## config.mk

```make
export PLATFORM = sky130hd
export DESIGN_NAME = ff_conv_scheduler_flat
export DESIGN_NICKNAME = d
export VERILOG_FILES = /design/src/rtl/ff_conv_pkg.sv /design/src/rtl/ff_conv_scheduler_if.sv /design/src/rtl/ff_conv_scheduler_tff_bank.sv /design/src/rtl/ff_conv_scheduler.sv /design/src/flat_wrapper.sv
export SDC_FILE = /design/constraint.sdc
export NUM_CORES = 1
export LEC_CHECK = 0
export ABC_AREA = 1
export CAP_MARGIN = 25
export CORE_MARGIN = 2
export CORE_UTILIZATION = 40
export DETAILED_ROUTE_END_ITERATION = 16
export GPL_TIMING_DRIVEN = 0
export PLACE_DENSITY_LB_ADDON = 0.08
export SYNTH_ARGS = -nofsm -noshare
export SYNTH_HDL_FRONTEND = slang
export SYNTH_SLANG_ARGS = --single-unit
export TNS_END_PERCENT = 20
```

## constraint.sdc

```tcl
create_clock -name clk -period 1.84 [get_ports clk]
set_clock_uncertainty 0.05 [all_clocks]
set_input_delay 0.276 -clock clk [delete_from_list [all_inputs] [get_ports clk]]
set_output_delay 0.276 -clock clk [all_outputs]
set_load 0.01 [all_outputs]
```

## src/rtl/ff_conv_pkg.sv

```systemverilog
// Shared definitions for the flip-flop conversion scheduler: mode codes,
// sequencer state encoding and the per-bit T-conversion rule.
package ff_conv_pkg;

  localparam logic [1:0] MODE_D  = 2'b00;
  localparam logic [1:0] MODE_T  = 2'b01;
  localparam logic [1:0] MODE_JK = 2'b10;
  localparam logic [1:0] MODE_SR = 2'b11;

  typedef enum logic {
    IDLE  = 1'b0,
    APPLY = 1'b1
  } state_t;

  // Every mode is bitwise, so the toggle vector is this rule applied per bit.
  // SR with S=R=1 yields t=0, i.e. the bit holds.
  function automatic logic toggle_bit(input logic [1:0] mode,
                                      input logic a,
                                      input logic b,
                                      input logic q);
    logic t;
    t = 1'b0;
    case (mode)
      MODE_D:  t = a ^ q;
      MODE_T:  t = a;
      MODE_JK: t = (a & ~q) | (b & q);
      default: t = ((a & ~b) & ~q) | ((b & ~a) & q);
    endcase
    return t;
  endfunction

endpackage

```

## src/rtl/ff_conv_scheduler_if.sv

```systemverilog
// Requester-side bus of the scheduler: per-requester request, mode and
// operands in, one-hot grant, bank state and SR-conflict flag out.
interface ff_conv_scheduler_if #(
  parameter int WIDTH = 8,
  parameter int NREQ  = 4
);

  logic [NREQ-1:0]       req;
  logic [2*NREQ-1:0]     req_mode;
  logic [WIDTH*NREQ-1:0] req_a;
  logic [WIDTH*NREQ-1:0] req_b;
  logic [NREQ-1:0]       gnt;
  logic [WIDTH-1:0]      q;
  logic                  err;

  modport master (
    output req, req_mode, req_a, req_b,
    input  gnt, q, err
  );

  modport slave (
    input  req, req_mode, req_a, req_b,
    output gnt, q, err
  );

endinterface

```

## src/rtl/ff_conv_scheduler_tff_bank.sv

```systemverilog
// Shared bank of T flip-flops; toggles the bits set in t when en is high.
module tff_bank #(
  parameter int WIDTH = 8
) (
  input  logic             clk,
  input  logic             rst_n,
  input  logic             en,
  input  logic [WIDTH-1:0] t,
  output logic [WIDTH-1:0] q
);

  always_ff @(posedge clk or negedge rst_n) begin
    if (!rst_n) begin
      q <= '0;
    end else if (en) begin
      q <= q ^ t;
    end
  end

endmodule

```

## src/rtl/ff_conv_scheduler.sv

```systemverilog
// Round-robin scheduler that converts D/T/JK/SR requests into toggle vectors
// for one shared T flip-flop bank.
//   state | meaning
//   IDLE  | arbitrate pending requests, latch winner's operands, raise gnt
//   APPLY | toggle the bank, advance the round-robin pointer, report err
module ff_conv_scheduler
  import ff_conv_pkg::*;
#(
  parameter int WIDTH = 8,
  parameter int NREQ  = 4
) (
  input logic                clk,
  input logic                rst_n,
  ff_conv_scheduler_if.slave bus
);

  localparam int PW = $clog2(NREQ);

  state_t            state_q, state_d;
  logic [NREQ-1:0]   gnt_q, gnt_d;
  logic              err_q, err_d;
  logic [PW-1:0]     ptr_q, ptr_d;
  logic [PW-1:0]     win_q, win_idx;
  logic [1:0]        mode_q;
  logic [WIDTH-1:0]  a_q, b_q;
  logic [WIDTH-1:0]  t_vec, bank_q;
  logic              latch, bank_en, sr_conflict;

  // Iterating from the farthest offset down leaves the nearest set bit at or
  // after ptr as the final assignment.
  always_comb begin
    win_idx = ptr_q;
    for (int i = NREQ - 1; i >= 0; i--) begin
      if (bus.req[(int'(ptr_q) + i) % NREQ]) begin
        win_idx = PW'((int'(ptr_q) + i) % NREQ);
      end
    end
  end

  always_comb begin
    t_vec = '0;
    for (int i = 0; i < WIDTH; i++) begin
      t_vec[i] = toggle_bit(mode_q, a_q[i], b_q[i], bank_q[i]);
    end
  end

  assign sr_conflict = (mode_q == MODE_SR) && (|(a_q & b_q));

  always_comb begin
    state_d = state_q;
    gnt_d   = '0;
    err_d   = 1'b0;
    ptr_d   = ptr_q;
    latch   = 1'b0;
    bank_en = 1'b0;
    case (state_q)
      IDLE: begin
        if (|bus.req) begin
          latch   = 1'b1;
          gnt_d   = NREQ'(1) << win_idx;
          state_d = APPLY;
        end
      end
      APPLY: begin
        bank_en = 1'b1;
        err_d   = sr_conflict;
        ptr_d   = (win_q == PW'(NREQ - 1)) ? '0 : win_q + PW'(1);
        state_d = IDLE;
      end
      default: state_d = IDLE;
    endcase
  end

  always_ff @(posedge clk or negedge rst_n) begin
    if (!rst_n) begin
      state_q <= IDLE;
      gnt_q   <= '0;
      err_q   <= 1'b0;
      ptr_q   <= '0;
    end else begin
      state_q <= state_d;
      gnt_q   <= gnt_d;
      err_q   <= err_d;
      ptr_q   <= ptr_d;
    end
  end

  always_ff @(posedge clk or negedge rst_n) begin
    if (!rst_n) begin
      win_q  <= '0;
      mode_q <= MODE_D;
      a_q    <= '0;
      b_q    <= '0;
    end else if (latch) begin
      win_q  <= win_idx;
      mode_q <= bus.req_mode[2*int'(win_idx) +: 2];
      a_q    <= bus.req_a[WIDTH*int'(win_idx) +: WIDTH];
      b_q    <= bus.req_b[WIDTH*int'(win_idx) +: WIDTH];
    end
  end

  tff_bank #(.WIDTH(WIDTH)) u_bank (
    .clk   (clk),
    .rst_n (rst_n),
    .en    (bank_en),
    .t     (t_vec),
    .q     (bank_q)
  );

  assign bus.gnt = gnt_q;
  assign bus.err = err_q;
  assign bus.q   = bank_q;

endmodule

```

## src/flat_wrapper.sv

```systemverilog
// flat-port wrapper written by rule: the top's interface ports become plain ports
module ff_conv_scheduler_flat import ff_conv_pkg::*;
#(
  parameter int WIDTH = 8,
  parameter int NREQ  = 4
)
  (clk, rst_n, bus_req, bus_req_mode, bus_req_a, bus_req_b, bus_gnt, bus_q, bus_err);
  ff_conv_scheduler_if #(.WIDTH(WIDTH), .NREQ(NREQ)) bus_i ();
  input logic clk;
  input logic rst_n;
  input wire logic [$bits(bus_i.req)-1:0] bus_req;
  input wire logic [$bits(bus_i.req_mode)-1:0] bus_req_mode;
  input wire logic [$bits(bus_i.req_a)-1:0] bus_req_a;
  input wire logic [$bits(bus_i.req_b)-1:0] bus_req_b;
  output wire logic [$bits(bus_i.gnt)-1:0] bus_gnt;
  output wire logic [$bits(bus_i.q)-1:0] bus_q;
  output wire logic [$bits(bus_i.err)-1:0] bus_err;
  assign bus_i.req = bus_req;
  assign bus_i.req_mode = bus_req_mode;
  assign bus_i.req_a = bus_req_a;
  assign bus_i.req_b = bus_req_b;
  assign bus_gnt = bus_i.gnt;
  assign bus_q = bus_i.q;
  assign bus_err = bus_i.err;
  ff_conv_scheduler #(.WIDTH(WIDTH), .NREQ(NREQ)) u_core (.clk(clk), .rst_n(rst_n), .bus(bus_i));
endmodule
```

==> results of run 1 <==
[kinds of logic (layout without fill, tap and decap cells)]
family          Yosys count  in the layout
simple gates            251            252
compound gates           48             48
buf+inv                  49            166
flops                    36             36
fa+ha+maj                 1              1
[cell usage in the layout (no fill, tap or decap), types with 2 or more instances in the layout]
cell              n
clkbuf_8          6
buf_6            17
clkdlybuf4s50_1  89
nor2_1           20
dfrtp_1          34
clkbuf_1          6
o21ai_1           2
inv_2             3
nand2_4           2
or2_2             2
nand3_1          72
buf_4            12
buf_2             4
o21ai_0          13
inv_1            21
nand2_8           5
a221oi_1          5
nand3_4           3
inv_4             2
nand3_2          45
a211oi_1          4
nand2_2          21
dfrtp_2           2
buf_8             3
nand2_1          80
a21oi_1          20
[routing by layer]
| layer | part of all wire, % | wire length [microns] | vias up |
|---|---|---|---|
| met1 | 44 | 3954 | 1463 |
| li1 | - | - | 1543 |
| met5 | 0 | 0 | - |
| met3 | 6.6 | 592 | 11 |
| met4 | 1.1 | 99 | 0 |
| met2 | 48 | 4357 | 129 |
[report_power, final]
part / internal, mW / leakage [nW] / switching (mW)
combinational: 3.10 / 1.47 / 3.97
sequential: 1.19 / 0.438 / 0.382
clock: 0.305 / 0.0455 / 0.281
[worst paths after layout]
kind | to | slack [ps] | cells after the start
setup / recovery | u_core.b_q[7] | -150 | 12
hold / removal | u_core.u_bank.q[4] | 20 | 1
setup reg to reg | u_core.b_q[7] | -150 | 12
hold reg to reg | u_core.b_q[2] | 430 | 2
max in group asynchronous | u_core.ptr_q[1] | 1170 | 1
min in group clk | u_core.b_q[2] | 430 | 2
[worst max-delay path: cells and delay by family, from the launching register on]
family / cells / cell delay (ps)
DFF: 1 / 450
AOI/OAI and AO/OA: 1 / 170
buffers and inverters: 2 / 340
and+or+nand+nor: 9 / 860
[final cells by class]
type	instances	area share, %
multi-input combinational	301	42.30
timing repair buffer	109	24.91
sequential	36	20.99
buffer	22	4.884
inverter	27	2.587
tap	77	2.238
clock buffer	8	2.093
[sequential cells by signal, indices dropped and copies added (netlist names)]
signal,flops
u_core.a_q,8
u_core.b_q,8
u_core.u_bank.q,8
u_core.bus.gnt,4
u_core.mode_q,2
u_core.ptr_q,2
u_core.win_q,2
u_core.bus.err,1
u_core.state_q,1
[what timing repair did]
item	4_1_cts	5_1_grt
gates resized for setup	45	81
buffers inserted	5	7
cloned	3	5
endpoints found under the hold margin	0	0
pin swaps	13	24
setup endpoints to repair	20	25
==> flow_summary.ini, run 1 <==
[critical_path]
path_cells = buf_6, o21ai_4, nand2_2, nand2_2, nand2_4, nand2_8, nand3_4, buf_6, nand3_1, nand3_2, nand3_2, nand2_1
end_kind = flop
arrival_ps = 2120
path_class = reg -> reg
startpoint_type = flop
reg2reg_from = u_core.ptr_q[0]
cpPeakStageDelay_ps = 450
startpoint = u_core.ptr_q[0]
cp_slowest_cell = dfrtp_2
cp.required_ps = 1970
path_max_fanout = 5

[placed_design]
dp_slack_ps = -457.5
dpl_cell_area_sq_um = 3571
portBuffers = 90
place_inst = 552
dp_hpwl_microns = 6127
gp_congestion = 0.8880

[sta]
max_slew_margin_pct = 46.91
hold_viol_final = 0
fmax_mhz = 503.3
maxSlewViolCount = 0
setup_slack_ps = -147.0
tns_ps = -1806
finalCritPeriodShare_pct = 108.0
worstMarginPinSlew_ps = 796.4
min_period_ps = 1987
fin_hold_ws_ps = 17.02
setup_violations = 21
rsz0062_at_grt = true

[drt]
wire_per_inst_microns = 15.52
drtPass1Iterations = 4
routed_wl_microns = 9003
vias_per_cell = 5.424
drc = 0
drt_iter0_drc = 177
dr_total_vias = 3146
ant_nets = 0

[global_route]
use_met2_pct = 37.59
grt_max_degree = 37
grt_use_met3_pct = 4.425
antenna_found_initial = 0
globalRouteMet1Util_pct = 32.74
track_usage_pct = 23.31
grt_pass1_vias = 2808
grt_pass1_wl_microns = 13570
overflow = 0
grt_busiest_layer = met2

[clocking]
cts.htree.levels = 2
cts_tree = built
clkSinkCount = 36
clk_pin_slew_ps = 80
holdBufCountCts = 0
cts_inserted_buffers = 5
clockRootBuffer = clkbuf_8
clk_path_buf_depth = 2
clk_latency_ps = 290

[pwr]
peakVddDrop_mv = 1.422
p_leak_nw = 1.958
p_total_mw = 9.235
powerDensity_nw_per_um2 = 2146

[synth]
synth-main-ff-cell = dfrtp_1
yosys.cell_count.top_type = nand3_1
synth_common_cells = nand3_1 (117), nand2_1 (103), dfrtp_1 (36)
synth-adder-area-share_pct = 0.4852
syn-mean-instance-area_sq_um = 6.698
synth_top_family_by_area = simple AND/OR/NAND/NOR gates
yosysTopAreaCell = dfrtp_1
synth_area_leaders = dfrtp_1 (35%), nand3_1 (23%), nand2_1 (15%), a21oi_1 (3.9%), inv_1 (3.3%)
yosys.area.top_type_share_pct = 34.93
synth_compound_area_share_pct = 10.82
synth_mux_area_share_pct = 0
synth-seq-area-share_pct = 34.93
yosys.area_share.simple_pct = 44.20
synth.net_count = 464
synth-seq-cells = 36
synth_cell_types = 28
netlist_instances = 385
synth_xor_area_share_pct = 0
yosysWarnings = 0
synth_edf_count = 0
synth_area_sq_um = 2579
synth-async-reset-ratio_pct = 100.0

[run_status]
status = finished with violations
violations = setup timing

[finish]
final_area_sq_um = 4304
area_delta_synth_final_pct = 66.91
drive_gt1_share_pct = 26.24
ff_latch_area_sq_um = 903.4
antenna_cells = 0
multi_input_area_sq_um = 1821
layout.cells.non_filler = 580
nNetsFinal = 581
postLayoutCoreUtil_pct = 68.57
num-fill-cells = 490

[floorplan]
start_util_pct = 41.08
core_area_sq_um = 6277
ios = 91
die-area_sq_um = 7105
die_x_microns = 84.29
rows = 29
fp.dieH_microns = 84.29

[run]
drv_cap = 0

[worst_hold_path]
hp-class = in -> async
Note: power is estimated with default switching activity, not from simulation.
==> run 2: changes to the inputs <==
RECOVER_POWER = 50   (was not set)
==> flow_summary.ini, run 2 (synthesis results as in run 1) <==
[drt]
routed_wl_microns = 9003
drt_iter0_drc = 177
wire_per_inst_microns = 15.52
dr_total_vias = 3146
vias_per_cell = 5.424
drc = 0
drtPass1Iterations = 4
ant_nets = 0

[global_route]
grt_pass1_vias = 2808
grt_pass1_wl_microns = 13570
track_usage_pct = 23.31
antenna_found_initial = 0
grt_max_degree = 37
overflow = 0

[floorplan]
die_x_microns = 84.29
rows = 29
ios = 91
fp.dieH_microns = 84.29
start_util_pct = 41.08
core_area_sq_um = 6277
die-area_sq_um = 7105

[clocking]
clockRootBuffer = clkbuf_8
holdBufCountCts = 0
clk_latency_ps = 290
clkSinkCount = 36
clk_pin_slew_ps = 80
cts_tree = built
clk_path_buf_depth = 2
cts_inserted_buffers = 5
cts.htree.levels = 2

[finish]
drive_gt1_share_pct = 26.24
final_cell_mix = clkdlybuf4s50_1 (89), nand2_1 (80), nand3_1 (72)
layout_commonest_cell = clkdlybuf4s50_1
multi_input_area_sq_um = 1821
top_regs = u_core.a_q: 8 flops, u_core.b_q: 8 flops, u_core.u_bank.q: 8 flops
final_area_sq_um = 4304
nNetsFinal = 581
antenna_cells = 0
num-fill-cells = 490
ff_latch_area_sq_um = 903.4
area_delta_synth_final_pct = 66.91
layout.cells.non_filler = 580

[critical_path]
end_kind = flop
path_buf_inv = 2
path_delay_family = simple AND/OR/NAND/NOR gates
cp.required_ps = 1970
path_max_fanout = 5
cpPeakStageDelay_ps = 450
startpoint_type = flop
path_cells = buf_6, o21ai_4, nand2_2, nand2_2, nand2_4, nand2_8, nand3_4, buf_6, nand3_1, nand3_2, nand3_2, nand2_1
crit_cells = 12
reg2reg_depth = 12
cp_slowest_cell = dfrtp_2
path_class = reg -> reg
arrival_ps = 2120

[placed_design]
portBuffers = 90
place_inst = 552
dpl_cell_area_sq_um = 3571
dp_slack_ps = -457.5
gp_congestion = 0.8880
dp_hpwl_microns = 6127

[sta]
hold_viol_final = 0
maxSlewViolCount = 0
min_period_ps = 1987
worstMarginPinSlew_ps = 891.2
setup_violations = 21
rsz0062_at_grt = true
fmax_mhz = 503.3
max_slew_margin_pct = 40.59
finalCritPeriodShare_pct = 108.0
setup_slack_ps = -147.0

[run]
drv_cap = 0

[run_status]
violations = setup timing
status = finished with violations

[pwr]
p_total_mw = 9.235
peakVddDrop_mv = 1.422
powerDensity_nw_per_um2 = 2146
p_leak_nw = 1.959

[worst_hold_path]
hp-class = in -> async
[run 2: worst register-to-register path, delay by kind of cell (launching register included)]
kind	cells	cell delay [ps]
DFF	1	450
AOI/OAI and AO/OA	1	170
buffers and inverters	2	340
and+or+nand+nor	9	880
[run 2: layout make-up]
class / instances / share of cell area (%)
sequential: 36 / 20.99
multi-input combinational: 301 / 42.30
timing repair buffer: 109 / 24.91
clock buffer: 8 / 2.093
tap: 77 / 2.238
inverter: 27 / 2.587
buffer: 22 / 4.884
[run 2: metal layers]
layer	up-vias	global-route usage [%]	routed length [microns]	share of wire, %
met1	1463	32.74	3954	44
met4	0	4.839	99	1.1
met5	-	0	0	0
met3	11	4.425	592	6.6
met2	129	37.59	4357	48
li1	1543	-	-	-
[run 2: what timing repair did]
item / in CTS / in global routing
hold endpoints to repair: 0 / 0
cloned: 3 / 5
resized for setup: 45 / 81
endpoints found under the setup margin: 20 / 25
pin swaps: 13 / 24
buffers inserted: 5 / 7
[run 2: final timing paths]
path | to | slack [ps] | from
setup / recovery | u_core.b_q[7] | -150 | u_core.ptr_q[0]
max in group asynchronous | u_core.ptr_q[1] | 1090 | rst_n
min in group clk | u_core.b_q[2] | 430 | u_core.b_q[2]
setup reg to reg | u_core.b_q[7] | -150 | u_core.ptr_q[0]
hold / removal | u_core.u_bank.q[4] | 50 | rst_n
hold reg to reg | u_core.b_q[2] | 430 | u_core.b_q[2]
[run 2: per-stage QoR]
stage | util [%] | TNS, ps | hold slack [ps]
after CTS | 61.85 | -908.6 | 40.84
after global placement | 56.97 | -19840 | 423.1
after detailed placement | 56.89 | -8536 | 356.1
after floorplan | - | 0 | -69.59
after global routing | 68.57 | -3979 | 117.9
final | 68.57 | -1806 | 47.50
[run 2: report_power, final]
group	leakage, nW	switching (mW)	internal, mW
Clock	0.0455	0.281	0.305
Combinational	1.48	3.97	3.10
Sequential	0.438	0.382	1.19
==> run 3: changes to the inputs <==
clock period = 2 ns   (was 1.84 ns; I/O delays follow)
==> flow_summary.ini, run 3 (synthesis results as in run 1) <==
[sta]
setup_violations = 0
fmax_mhz = 502.5
min_period_ps = 1990
max_slew_margin_pct = 41.76
hold_viol_final = 0
finalCritPeriodShare_pct = 99.50
worstMarginPinSlew_ps = 873.6
maxSlewViolCount = 0
fin_hold_ws_ps = 63.40
rsz0062_at_grt = true

[run]
drv_cap = 0

[floorplan]
die-area_sq_um = 7105
fp.dieH_microns = 84.29
ios = 91
core_area_sq_um = 6277
rows = 29
die_x_microns = 84.29
start_util_pct = 41.08

[clocking]
cts.htree.levels = 2
clk_path_buf_depth = 2
clockRootBuffer = clkbuf_8
cts_inserted_buffers = 5
cts_tree = built
clk_pin_slew_ps = 80
clkSinkCount = 36
holdBufCountCts = 0
clk_latency_ps = 290

[finish]
top_regs = u_core.a_q: 8 flops, u_core.b_q: 8 flops, u_core.u_bank.q: 8 flops
drive_gt1_share_pct = 17.21
num-fill-cells = 550
multi_input_area_sq_um = 1628
nNetsFinal = 572
antenna_cells = 0
ff_latch_area_sq_um = 903.4
layout_commonest_cell = nand3_1
area_delta_synth_final_pct = 55.41
final_cell_mix = nand3_1 (96), nand2_1 (93), clkdlybuf4s50_1 (88)

[drt]
dr_total_vias = 3094
ant_nets = 0
routed_wl_microns = 8203
drtPass1Iterations = 5
drc = 0
vias_per_cell = 5.419
drt_iter0_drc = 159
wire_per_inst_microns = 14.37

[pwr]
powerDensity_nw_per_um2 = 1854
peakVddDrop_mv = 1.184
p_leak_nw = 1.835
p_total_mw = 7.430

[critical_path]
path_buf_inv = 4
path_max_fanout = 4
path_class = in -> reg
cp_slowest_cell = clkdlybuf4s50_1
end_kind = flop
arrival_ps = 2120
cp_common_cell = nand2_2
cp.required_ps = 2130
path_delay_family = buffers and inverters
startpoint_type = input pin
path_cells = clkdlybuf4s50_1, inv_2, o21ai_4, nand2_2, nand2_2, nand2_2, nand2_4, buf_4, nand3_2, buf_4, nand3_1, nand3_1, nand3_2, nand2_1
cpPeakStageDelay_ps = 500

[run_status]
status = complete, no violations

[global_route]
overflow = 0
grt_pass1_wl_microns = 13010
antenna_found_initial = 0
track_usage_pct = 22.38
grt_pass1_vias = 2718
grt_max_degree = 37

[placed_design]
portBuffers = 90
gp_congestion = 0.8880
dp_hpwl_microns = 6127

[worst_hold_path]
hp-class = in -> async
## run 3: changes by cell type in the layout (fill, tap and decap cells not counted), moves of 3 or more
cell,before,now
buf_4,12,8
buf_6,17,14
nand2_1,80,93
nand2_2,21,10
nand3_1,72,96
nand3_2,45,22
## run 3: final cells by class
cell class / count / share of cell area [%]
tap: 77 / 2.404
timing repair buffer: 100 / 24.32
buffer: 22 / 5.151
sequential: 36 / 22.54
inverter: 27 / 2.716
clock buffer: 8 / 2.248
multi-input combinational: 301 / 40.62
## run 3: final timing paths
check	from	to	slack, ps	cells past startpoint
hold reg to reg	u_core.b_q[2]	u_core.b_q[2]	430	2
setup / recovery	bus_req[1]	u_core.b_q[6]	10	14
min in group clk	u_core.b_q[2]	u_core.b_q[2]	430	2
setup reg to reg	u_core.ptr_q[0]	u_core.b_q[6]	20	13
hold / removal	rst_n	u_core.u_bank.q[4]	60	1
max in group asynchronous	rst_n	u_core.ptr_q[1]	1240	1
## run 3: repair_timing
item | in CTS | in global routing
setup buffers | 0 | 8
pin swaps | 0 | 10
setup endpoints to repair | 11 | 23
resized for setup | 2 | 78
cloned | 0 | 3
## run 3: worst register-to-register path, stage by stage (launching register included)
cell     delay (ps)
dfrtp_2         450
buf_6           150
o21ai_4         140
nand2_2          80
nand2_2          70
nand2_2          60
nand2_4         140
buf_4           140
nand3_2         100
buf_4           160
nand3_1          80
nand3_1         110
nand3_2         100
nand2_1          50
## run 3: stage by stage
step                      instance area [sq um]  util [%]  setup WS, ps  setup TNS, ps  cells
after floorplan                            2579         -         286.5              0    385
after global placement                     3576     56.97        -294.3         -11680    552
after detailed placement                   3571     56.89        -321.5          -5248    552
after CTS                                  3669     58.44         21.21              0    560
after global routing                       4008     63.84        -68.82         -657.4    571
final                                      4008     63.84         9.997              0    571
## run 3: where the power goes
| part | switching, mW | leakage (nW) | internal (mW) |
|---|---|---|---|
| registers | 0.356 | 0.438 | 1.10 |
| clock network | 0.254 | 0.0455 | 0.281 |
| logic | 3.12 | 1.35 | 2.32 |
## run 3: layer usage
metal	GRT usage [%]	wire length, microns
met1	32.49	3720
met2	34.85	3784
met3	3.933	606
met4	5.132	91
met5	0	0
